File: config.mk
export PLATFORM = sky130hd
export DESIGN_NAME = dsp_div
export DESIGN_NICKNAME = d
export VERILOG_FILES = /design/src/rtl/dsp_div.sv
export SDC_FILE = /design/constraint.sdc
export NUM_CORES = 1
export LEC_CHECK = 0
export CAP_MARGIN = 0
export CORE_MARGIN = 1
export CORE_UTILIZATION = 53
export DETAILED_ROUTE_END_ITERATION = 8
export PLACE_DENSITY = 0.8
export SETUP_SLACK_MARGIN = 0.3
export SLEW_MARGIN = 20
export SYNTH_ARGS = -nofsm -noshare
export SYNTH_HDL_FRONTEND = slang
export SYNTH_SLANG_ARGS = --single-unit
File: constraint.sdc
create_clock -name clk -period 4.8 [get_ports clk]
set_input_delay 0.72 -clock clk [delete_from_list [all_inputs] [get_ports clk]]
set_output_delay 0.72 -clock clk [all_outputs]
set_load 0.02 [all_outputs]
File: src/rtl/dsp_div.sv
// Sequential radix-2 restoring divider: 32-bit unsigned, 32-bit signed, and dual 16-bit unsigned lanes.
// One quotient bit per lane per cycle; results are returned over a valid/ready response channel.
module dsp_div (
  input  logic        clk,
  input  logic        reset,
  input  logic        req_valid,
  output logic        req_ready,
  input  logic [31:0] req_command,
  input  logic [31:0] req_in_1,
  input  logic [31:0] req_in_2,
  output logic        resp_valid,
  input  logic        resp_ready,
  output logic [63:0] resp_result,
  output logic [1:0]  dbg_state
);

  // Handshake: a channel transfers on a rising edge where valid and ready are both 1;
  // a valid response holds its data stable until it transfers.
  typedef enum logic [1:0] {S_IDLE = 2'd0, S_BUSY = 2'd1, S_DONE = 2'd2} state_t;
  typedef enum logic [1:0] {M_U32 = 2'd0, M_S32 = 2'd1, M_U16X2 = 2'd2} mode_t;

  state_t      r_state, w_state_nxt;
  mode_t       r_mode, w_mode_req;
  logic [4:0]  r_cnt;
  logic [31:0] r_dvd, r_dvs, r_rem;
  logic        r_qneg, r_rneg, r_z0, r_z1;
  logic [63:0] r_result;

  logic [31:0] w_abs1, w_abs2;
  logic        w_z0_req, w_z1_req;
  logic [32:0] w_p32;
  logic [16:0] w_p1, w_p0;
  logic        w_ge32, w_ge1, w_ge0;
  logic [31:0] w_rem32, w_rem_nxt, w_dvd_nxt, w_quo_fix, w_rem_fix;
  logic [15:0] w_rem1, w_rem0;

  // Request decode: unknown commands run as unsigned 32/32.
  always_comb begin
    w_mode_req = M_U32;
    if (req_command == 32'd1)      w_mode_req = M_S32;
    else if (req_command == 32'd2) w_mode_req = M_U16X2;
    w_abs1 = (w_mode_req == M_S32 && req_in_1[31]) ? (~req_in_1 + 32'd1) : req_in_1;
    w_abs2 = (w_mode_req == M_S32 && req_in_2[31]) ? (~req_in_2 + 32'd1) : req_in_2;
    if (w_mode_req == M_U16X2) begin
      w_z0_req = (req_in_2[15:0] == 16'd0);
      w_z1_req = (req_in_2[31:16] == 16'd0);
    end else begin
      w_z0_req = (req_in_2 == 32'd0);
      w_z1_req = w_z0_req;
    end
  end

  // One restoring step; the subtracted result always fits the divisor width.
  always_comb begin
    w_p32   = {r_rem, r_dvd[31]};
    w_ge32  = (w_p32 >= {1'b0, r_dvs});
    w_rem32 = w_ge32 ? (w_p32[31:0] - r_dvs) : w_p32[31:0];
    w_p1    = {r_rem[31:16], r_dvd[31]};
    w_ge1   = (w_p1 >= {1'b0, r_dvs[31:16]});
    w_rem1  = w_ge1 ? (w_p1[15:0] - r_dvs[31:16]) : w_p1[15:0];
    w_p0    = {r_rem[15:0], r_dvd[15]};
    w_ge0   = (w_p0 >= {1'b0, r_dvs[15:0]});
    w_rem0  = w_ge0 ? (w_p0[15:0] - r_dvs[15:0]) : w_p0[15:0];
    if (r_mode == M_U16X2) begin
      w_rem_nxt = {w_rem1, w_rem0};
      w_dvd_nxt = {r_dvd[30:16], w_ge1, r_dvd[14:0], w_ge0};
    end else begin
      w_rem_nxt = w_rem32;
      w_dvd_nxt = {r_dvd[30:0], w_ge32};
    end
  end

  // Sign fix-up; a zero divisor forces an all-ones quotient regardless of sign.
  always_comb begin
    w_quo_fix = r_qneg ? (~w_dvd_nxt + 32'd1) : w_dvd_nxt;
    w_rem_fix = r_rneg ? (~w_rem_nxt + 32'd1) : w_rem_nxt;
    if (r_z1) w_quo_fix[31:16] = 16'hFFFF;
    if (r_z0) w_quo_fix[15:0]  = 16'hFFFF;
  end

  always_comb begin
    w_state_nxt = r_state;
    case (r_state)
      S_IDLE:  if (req_valid) w_state_nxt = S_BUSY;
      S_BUSY:  if (r_cnt == 5'd0) w_state_nxt = S_DONE;
      S_DONE:  if (resp_ready) w_state_nxt = S_IDLE;
      default: w_state_nxt = S_IDLE;
    endcase
  end

  always_ff @(posedge clk or negedge reset) begin
    if (!reset) r_state <= S_IDLE;
    else        r_state <= w_state_nxt;
  end

  always_ff @(posedge clk or negedge reset) begin
    if (!reset) begin
      r_mode   <= M_U32;
      r_cnt    <= 5'd0;
      r_dvd    <= 32'd0;
      r_dvs    <= 32'd0;
      r_rem    <= 32'd0;
      r_qneg   <= 1'b0;
      r_rneg   <= 1'b0;
      r_z0     <= 1'b0;
      r_z1     <= 1'b0;
      r_result <= 64'd0;
    end else if (r_state == S_IDLE && req_valid) begin
      r_mode <= w_mode_req;
      r_cnt  <= (w_mode_req == M_U16X2) ? 5'd15 : 5'd31;
      r_dvd  <= w_abs1;
      r_dvs  <= w_abs2;
      r_rem  <= 32'd0;
      r_qneg <= (w_mode_req == M_S32) && (req_in_1[31] ^ req_in_2[31]);
      r_rneg <= (w_mode_req == M_S32) && req_in_1[31];
      r_z0   <= w_z0_req;
      r_z1   <= w_z1_req;
    end else if (r_state == S_BUSY) begin
      r_rem <= w_rem_nxt;
      r_dvd <= w_dvd_nxt;
      if (r_cnt == 5'd0) r_result <= {w_rem_fix, w_quo_fix};
      else               r_cnt    <= r_cnt - 5'd1;
    end
  end

  assign req_ready   = (r_state == S_IDLE);
  assign resp_valid  = (r_state == S_DONE);
  assign resp_result = r_result;
  assign dbg_state   = r_state;

endmodule
==> results of run 1 <==
cells in the mapped netlist (27+ instances only):
cell      count  area share, %
nand2_1     200            5.9
o21ai_0     194            7.6
dfrtp_1     173             34
nor2_1      103            3.0
a21oi_1     102            4.0
xor2_1       87            5.9
clkbuf_1     80            2.3
xnor2_1      68            4.6
inv_1        64            1.9
nand3_1      50            2.0
ha_1         40            3.9
a22oi_1      36            2.1
o31ai_1      33            1.9
nand4_1      27            1.3
nor3_1       27            1.1
timing repair:
item / in CTS / in global routing
gates resized for setup: 9 / 44
gates cloned: 0 / 1
pin swaps: 1 / 10
setup buffers: 1 / 5
endpoints found under the setup margin: 17 / 29
critical path: cells and delay by family, from the launching register on:
kind	cells	cell delay [ns]
xor+xnor	1	0.09
compound gates	7	2.32
simple gates	2	0.27
buf+inv	4	0.50
fa+ha+maj	2	0.66
flops	1	0.45
registers in the layout, summed over array words and instances (netlist names):
register	flops
dbg_state	2
r_z0	1
r_dvs	32
r_cnt	5
r_qneg	1
r_mode	2
resp_result	64
r_rem	32
r_dvd	32
r_rneg	1
r_z1	1
per-stage QoR:
step / hold WS (ns) / std cells / setup slack, ns
floorplan: 0.424 / 1587 / 0.482
global placement: 0.459 / 2066 / 0.208
detailed placement: 0.461 / 2066 / 0.110
CTS: 0.410 / 2099 / 0.280
global route: 0.449 / 2105 / 0.198
finish: 0.361 / 2105 / 0.367
routing by layer:
metal  wire length, um  share of wire (%)  GRT usage, %
met5                 9              0.021             0
met4               550                1.3          7.77
met3              4580                 11          7.85
met2             18100                 43          49.6
met1             19200                 45          51.1
layout make-up:
class                      instances  area [um2]  share of cell area [%]
multi-input combinational       1252        8110                    50.3
sequential                       173        4330                    26.9
timing repair buffer             264        2410                    15.0
clock buffer                      17         425                    2.64
tap                              319         399                    2.48
inverter                          65         246                    1.53
clock inverter                    15         195                    1.21
kinds of logic (layout without fill, tap and decap cells):
kind of cell | after synthesis | count (layout) | synth area share [%]
and+or+nand+nor | 527 | 528 | 19.9
AOI/OAI and AO/OA | 520 | 520 | 25.8
DFF | 173 | 173 | 33.8
buffers and inverters | 163 | 361 | 5.06
xor gates and xnor gates | 155 | 155 | 10.6
adders and majority gates | 43 | 43 | 4.38
muxes | 6 | 6 | 0.479
worst max path at each step:
stage	from	endpoint	slack [ns]	depth (start not counted)
3_5_place_dp	r_rem[21]$_DFFE_PN0P_	resp_result[62]$_DFFE_PN0P_	0.11	14
2_1_floorplan	r_rem[23]$_DFFE_PN0P_	resp_result[60]$_DFFE_PN0P_	0.48	16
4_1_cts	r_dvs[31]$_DFFE_PN0P_	resp_result[60]$_DFFE_PN0P_	0.28	15
5_1_grt	r_dvd[31]$_DFFE_PN0P_	resp_result[62]$_DFFE_PN0P_	0.20	15
3_3_place_gp	r_dvs[24]$_DFFE_PN0P_	resp_result[55]$_DFFE_PN0P_	0.21	15
6_report	r_dvd[31]$_DFFE_PN0P_	resp_result[62]$_DFFE_PN0P_	0.37	16
==> results.py, run 1 <==
metrics = {
    "layout": {
        "final_nets": 1916,
        "final_cell_mix": "nand2_1, o21ai_0, dfrtp_1, clkdlybuf4s50_1, nor2_1",
        "fillers": 2024,
        "area_growth_pct": 25.8,
        "fin_util_pct": 68.3,
        "layout_commonest_cell": "nand2_1",
        "fin_area_um2": 16100,
        "n_antenna_cell": 0,
        "drive_above_1_share_pct": 11.0,
    },
    "yosys": {
        "syn_area_um2": 12800,
        "synth.yosys.seq_area_share_pct": 33.8,
        "synth_edf_count": 0,
        "syn-mean-instance-area_um2": 8.07,
        "syn_nets": 1730,
        "ys_async_sr_fraction_pct": 100,
        "yosys_most_used_dff": "dfrtp_1",
        "yosys_warnings": 0,
        "postSynthCellCount": 1587,
        "synth-seq-cells": 173,
        "ys_types": 82,
    },
    "floorplan": {
        "row_count": 56,
        "die_x_um": 157,
        "die_h_um": 157,
        "initial_core_util_pct": 54.3,
        "io_pins": 168,
        "dieArea_um2": 24800,
        "core-area_um2": 23600,
    },
    "timing": {
        "finalClockSkew_ns": 0.0152,
        "fin_crit_ns": 4.43,
        "relSlewSlack_pct": 26.1,
        "slew_viol_final": 0,
        "hold_violations": 0,
        "finalSetupTns_ns": 0,
        "worstMarginPinSlew_ns": 1.11,
        "setup_viol": 0,
        "rsz0062_at_grt": "true",
        "max_freq_mhz": 226,
        "fin_crit_sh_pct": 92.3,
    },
    "global_routing": {
        "antenna_found_initial": 2,
        "grt_pass1_vias": 11900,
        "grt_remaining_overflow": 0,
        "track_usage_pct": 34.2,
        "grt_max_degree": 98,
        "grt_pass1_wl_um": 65100,
    },
    "critical_path": {
        "critPathRequiredTime_ns": 5.11,
        "slowest_delay_ns": 0.67,
        "crit_path_end_kind": "flop",
        "rr_startpoint": "r_dvd[31]$_DFFE_PN0P_",
        "worstSetupPathType": "flop to flop",
        "cp_slowest_cell": "o211ai_1",
        "worst_setup_path_start_kind": "flop",
        "cp_cell_sequence": "inv_2 > ha_1 > inv_1 > fa_1 > inv_1 > o221ai_1 > a221o_1 > buf_4 > a21oi_1 > o21bai_1 > a21oi_1 > xor2_1 > o211ai_1 > nor2_1 > a222oi_1 > nand3_1",
        "critPathMaxFanout": 5,
        "timing.rr.end": "resp_result[62]$_DFFE_PN0P_",
        "reg2reg_slack_ns": 0.37,
        "cp_data_arrival_time_ns": 4.74,
        "r2r_cells": 16,
    },
    "drt": {
        "vias": 13200,
        "route.final.wire_length_um": 42500,
        "viasPerCell": 6.26,
        "dr.pass1.iters": 9,
        "drc": 0,
        "drt_iter0_drc": 1429,
        "routedWlPerCell_um": 20.2,
        "final_antenna_net_count": 0,
    },
    "cts": {
        "cts_made_buffers": 17,
        "cts_tree": "done",
        "clk_pin_slew_ns": 0.08,
        "h-tree-depth": 4,
        "clock_latency_ns": 0.44,
        "clockBufferDepth": 2,
        "cts_sinks": 173,
        "cts_hold_buf": 0,
        "cts_root_buf": "clkbuf_16",
    },
    "outcome": {
        "status": "complete, no violations",
    },
    "placed_design": {
        "dpl_cell_area_um2": 15200,
        "gp_congestion": 0.998,
        "hpwl_um": 32100,
        "numPortBuffers": 167,
    },
    "min_path": {
        "hold_class": "input pin to async pin",
    },
    "job": {
        "max_cap_viol_count": 0,
    },
}
Power of run 1 is not shown: default switching activity piles up to over one toggle a cycle in this logic, so the estimate is an artifact.
==> run 2: changes to the inputs <==
Settings changed: CORE_ASPECT_RATIO set to 0.9.
==> run 2 against run 1 <==
Effect of this change: the flow now finishes with violations (design-rule violations); non-clock buffer count is the same; via count up 0.54%; clock-buffer cell count did not move; routed wire length up 1.9%; utilization increased by 0.30 points; setup slack improved by 0.031 ns; cell area grew 0.14%; critical endpoint is now resp_result[60]$_DFFE_PN0P_.
==> results.py, run 2 (synthesis gave the netlist of run 1 again) <==
metrics = {
    "critical_path": {
        "worstSetupPathType": "flop to flop",
        "r2r_cells": 14,
        "crit_path_end_kind": "flop",
        "rr_startpoint": "r_rem[11]$_DFFE_PN0P_",
        "critPathMaxFanout": 13,
        "critPathLaunch": "r_rem[11]$_DFFE_PN0P_",
        "timing.rr.end": "resp_result[60]$_DFFE_PN0P_",
        "reg2reg_slack_ns": 0.40,
        "critPathRequiredTime_ns": 5.13,
        "cp_data_arrival_time_ns": 4.73,
        "worstSetupEndpoint": "resp_result[60]$_DFFE_PN0P_",
        "worst_setup_path_start_kind": "flop",
    },
    "drt": {
        "drc": 15,
        "dr.pass1.iters": 9,
        "final_antenna_net_count": 0,
        "vias": 13200,
        "route.final.wire_length_um": 43300,
        "drt_iter0_drc": 2009,
        "routedWlPerCell_um": 20.7,
        "viasPerCell": 6.34,
    },
    "timing": {
        "finalClockSkew_ns": 0.0122,
        "finalSetupTns_ns": 0,
        "hold_violations": 0,
        "fin_crit_sh_pct": 91.7,
        "setup_viol": 0,
        "fin_crit_ns": 4.40,
        "slew_viol_final": 0,
        "setup_ws_ns": 0.399,
        "worstMarginPinSlew_ns": 0.969,
        "max_freq_mhz": 227,
        "relSlewSlack_pct": 34.7,
        "rsz0062_at_grt": "true",
    },
    "layout": {
        "final_cell_mix": "nand2_1, o21ai_0, dfrtp_1, clkdlybuf4s50_1, nor2_1",
        "n_antenna_cell": 0,
        "layout_commonest_cell": "nand2_1",
        "area_growth_pct": 26.0,
        "fin_area_um2": 16100,
        "fillers": 1962,
        "final_nets": 1915,
        "ff_latch_area_um2": 4330,
        "largest_reg_flops": 64,
        "multi_input_area_um2": 8110,
        "drive_above_1_share_pct": 11.5,
        "fin_util_pct": 68.6,
    },
    "global_routing": {
        "antenna_found_initial": 2,
        "grt_max_degree": 92,
        "grt_remaining_overflow": 0,
        "grt_pass1_wl_um": 67700,
        "track_usage_pct": 35.2,
        "grt_pass1_vias": 12200,
    },
    "cts": {
        "cts_root_buf": "clkbuf_16",
        "cts_hold_buf": 0,
        "cts_tree": "done",
        "clk_pin_slew_ns": 0.08,
        "cts_made_buffers": 17,
        "clock_latency_ns": 0.44,
        "h-tree-depth": 4,
        "cts_sinks": 173,
        "clockBufferDepth": 2,
    },
    "floorplan": {
        "row_count": 53,
        "die_h_um": 150,
        "dieArea_um2": 24800,
        "core-area_um2": 23500,
        "initial_core_util_pct": 54.4,
        "die_x_um": 166,
        "io_pins": 168,
    },
    "outcome": {
        "failed_checks": "design-rule violations",
        "status": "finished, violations left",
    },
    "placed_design": {
        "dp_slack_ns": 0.150,
        "dpl_cell_area_um2": 15200,
        "gp_congestion": 1.02,
        "hpwl_um": 33100,
        "numPortBuffers": 167,
    },
    "min_path": {
        "hold_class": "input pin to async pin",
    },
    "job": {
        "max_cap_viol_count": 0,
    },
}
run 2: worst min-delay path by stage:
stage                                           start  depth (start not counted)  slack, ns                     endpoint
after floorplan                                 reset                          0       0.42     dbg_state[0]$_DFFE_PN0P_
after global routing                            reset                          1       0.37        r_dvs[28]$_DFFE_PN0P_
after detailed placement  resp_result[31]$_DFFE_PN0P_                          2       0.47  resp_result[31]$_DFFE_PN0P_
after global placement     resp_result[3]$_DFFE_PN0P_                          2       0.46   resp_result[3]$_DFFE_PN0P_
after CTS                                       reset                          1       0.35        r_dvs[28]$_DFFE_PN0P_
final                                           reset                          1       0.29        r_dvs[28]$_DFFE_PN0P_
run 2: critical path, cell delays in order, from the launching register on:
cell and delay, ns:
dfrtp_1 0.48, ha_1 0.44, a21oi_1 0.26, o2111ai_1 0.30
a21oi_2 0.33, o22a_1 0.31, a21oi_1 0.17, buf_12 0.22
a222oi_1 0.30, buf_4 0.18, and4b_4 0.26, nand4_4 0.25
nor4_1 0.40, mux2i_1 0.13, a221o_1 0.27
run 2: layout make-up:
cell class | instances | share of cell area, %
clock buffer | 17 | 2.63
clock inverter | 15 | 1.36
inverter | 65 | 1.51
multi-input combinational | 1251 | 50.2
sequential | 173 | 26.8
tap | 302 | 2.34
timing repair buffer | 264 | 15.1
run 2: layer usage:
metal	part of all wire (%)	GRT usage [%]	vias to the layer above
li1	-	-	6166
met1	46	53.2	6316
met2	40	47.7	708
met3	13	11.1	52
met4	1.5	8.69	0
met5	0	0	-
run 2: timing repair:
item / 4_1_cts / 5_1_grt
buffers inserted: 1 / 3
pin swaps: 1 / 8
cloned: 0 / 0
setup endpoints to repair: 11 / 31
resized for setup: 6 / 50
run 2: per-stage QoR:
step / std cells / hold slack (ns)
floorplan: 1587 / 0.424
global placement: 2051 / 0.460
detailed placement: 2051 / 0.469
CTS: 2084 / 0.348
global route: 2087 / 0.369
finish: 2087 / 0.291
Power of run 2 is left out for the same reason.
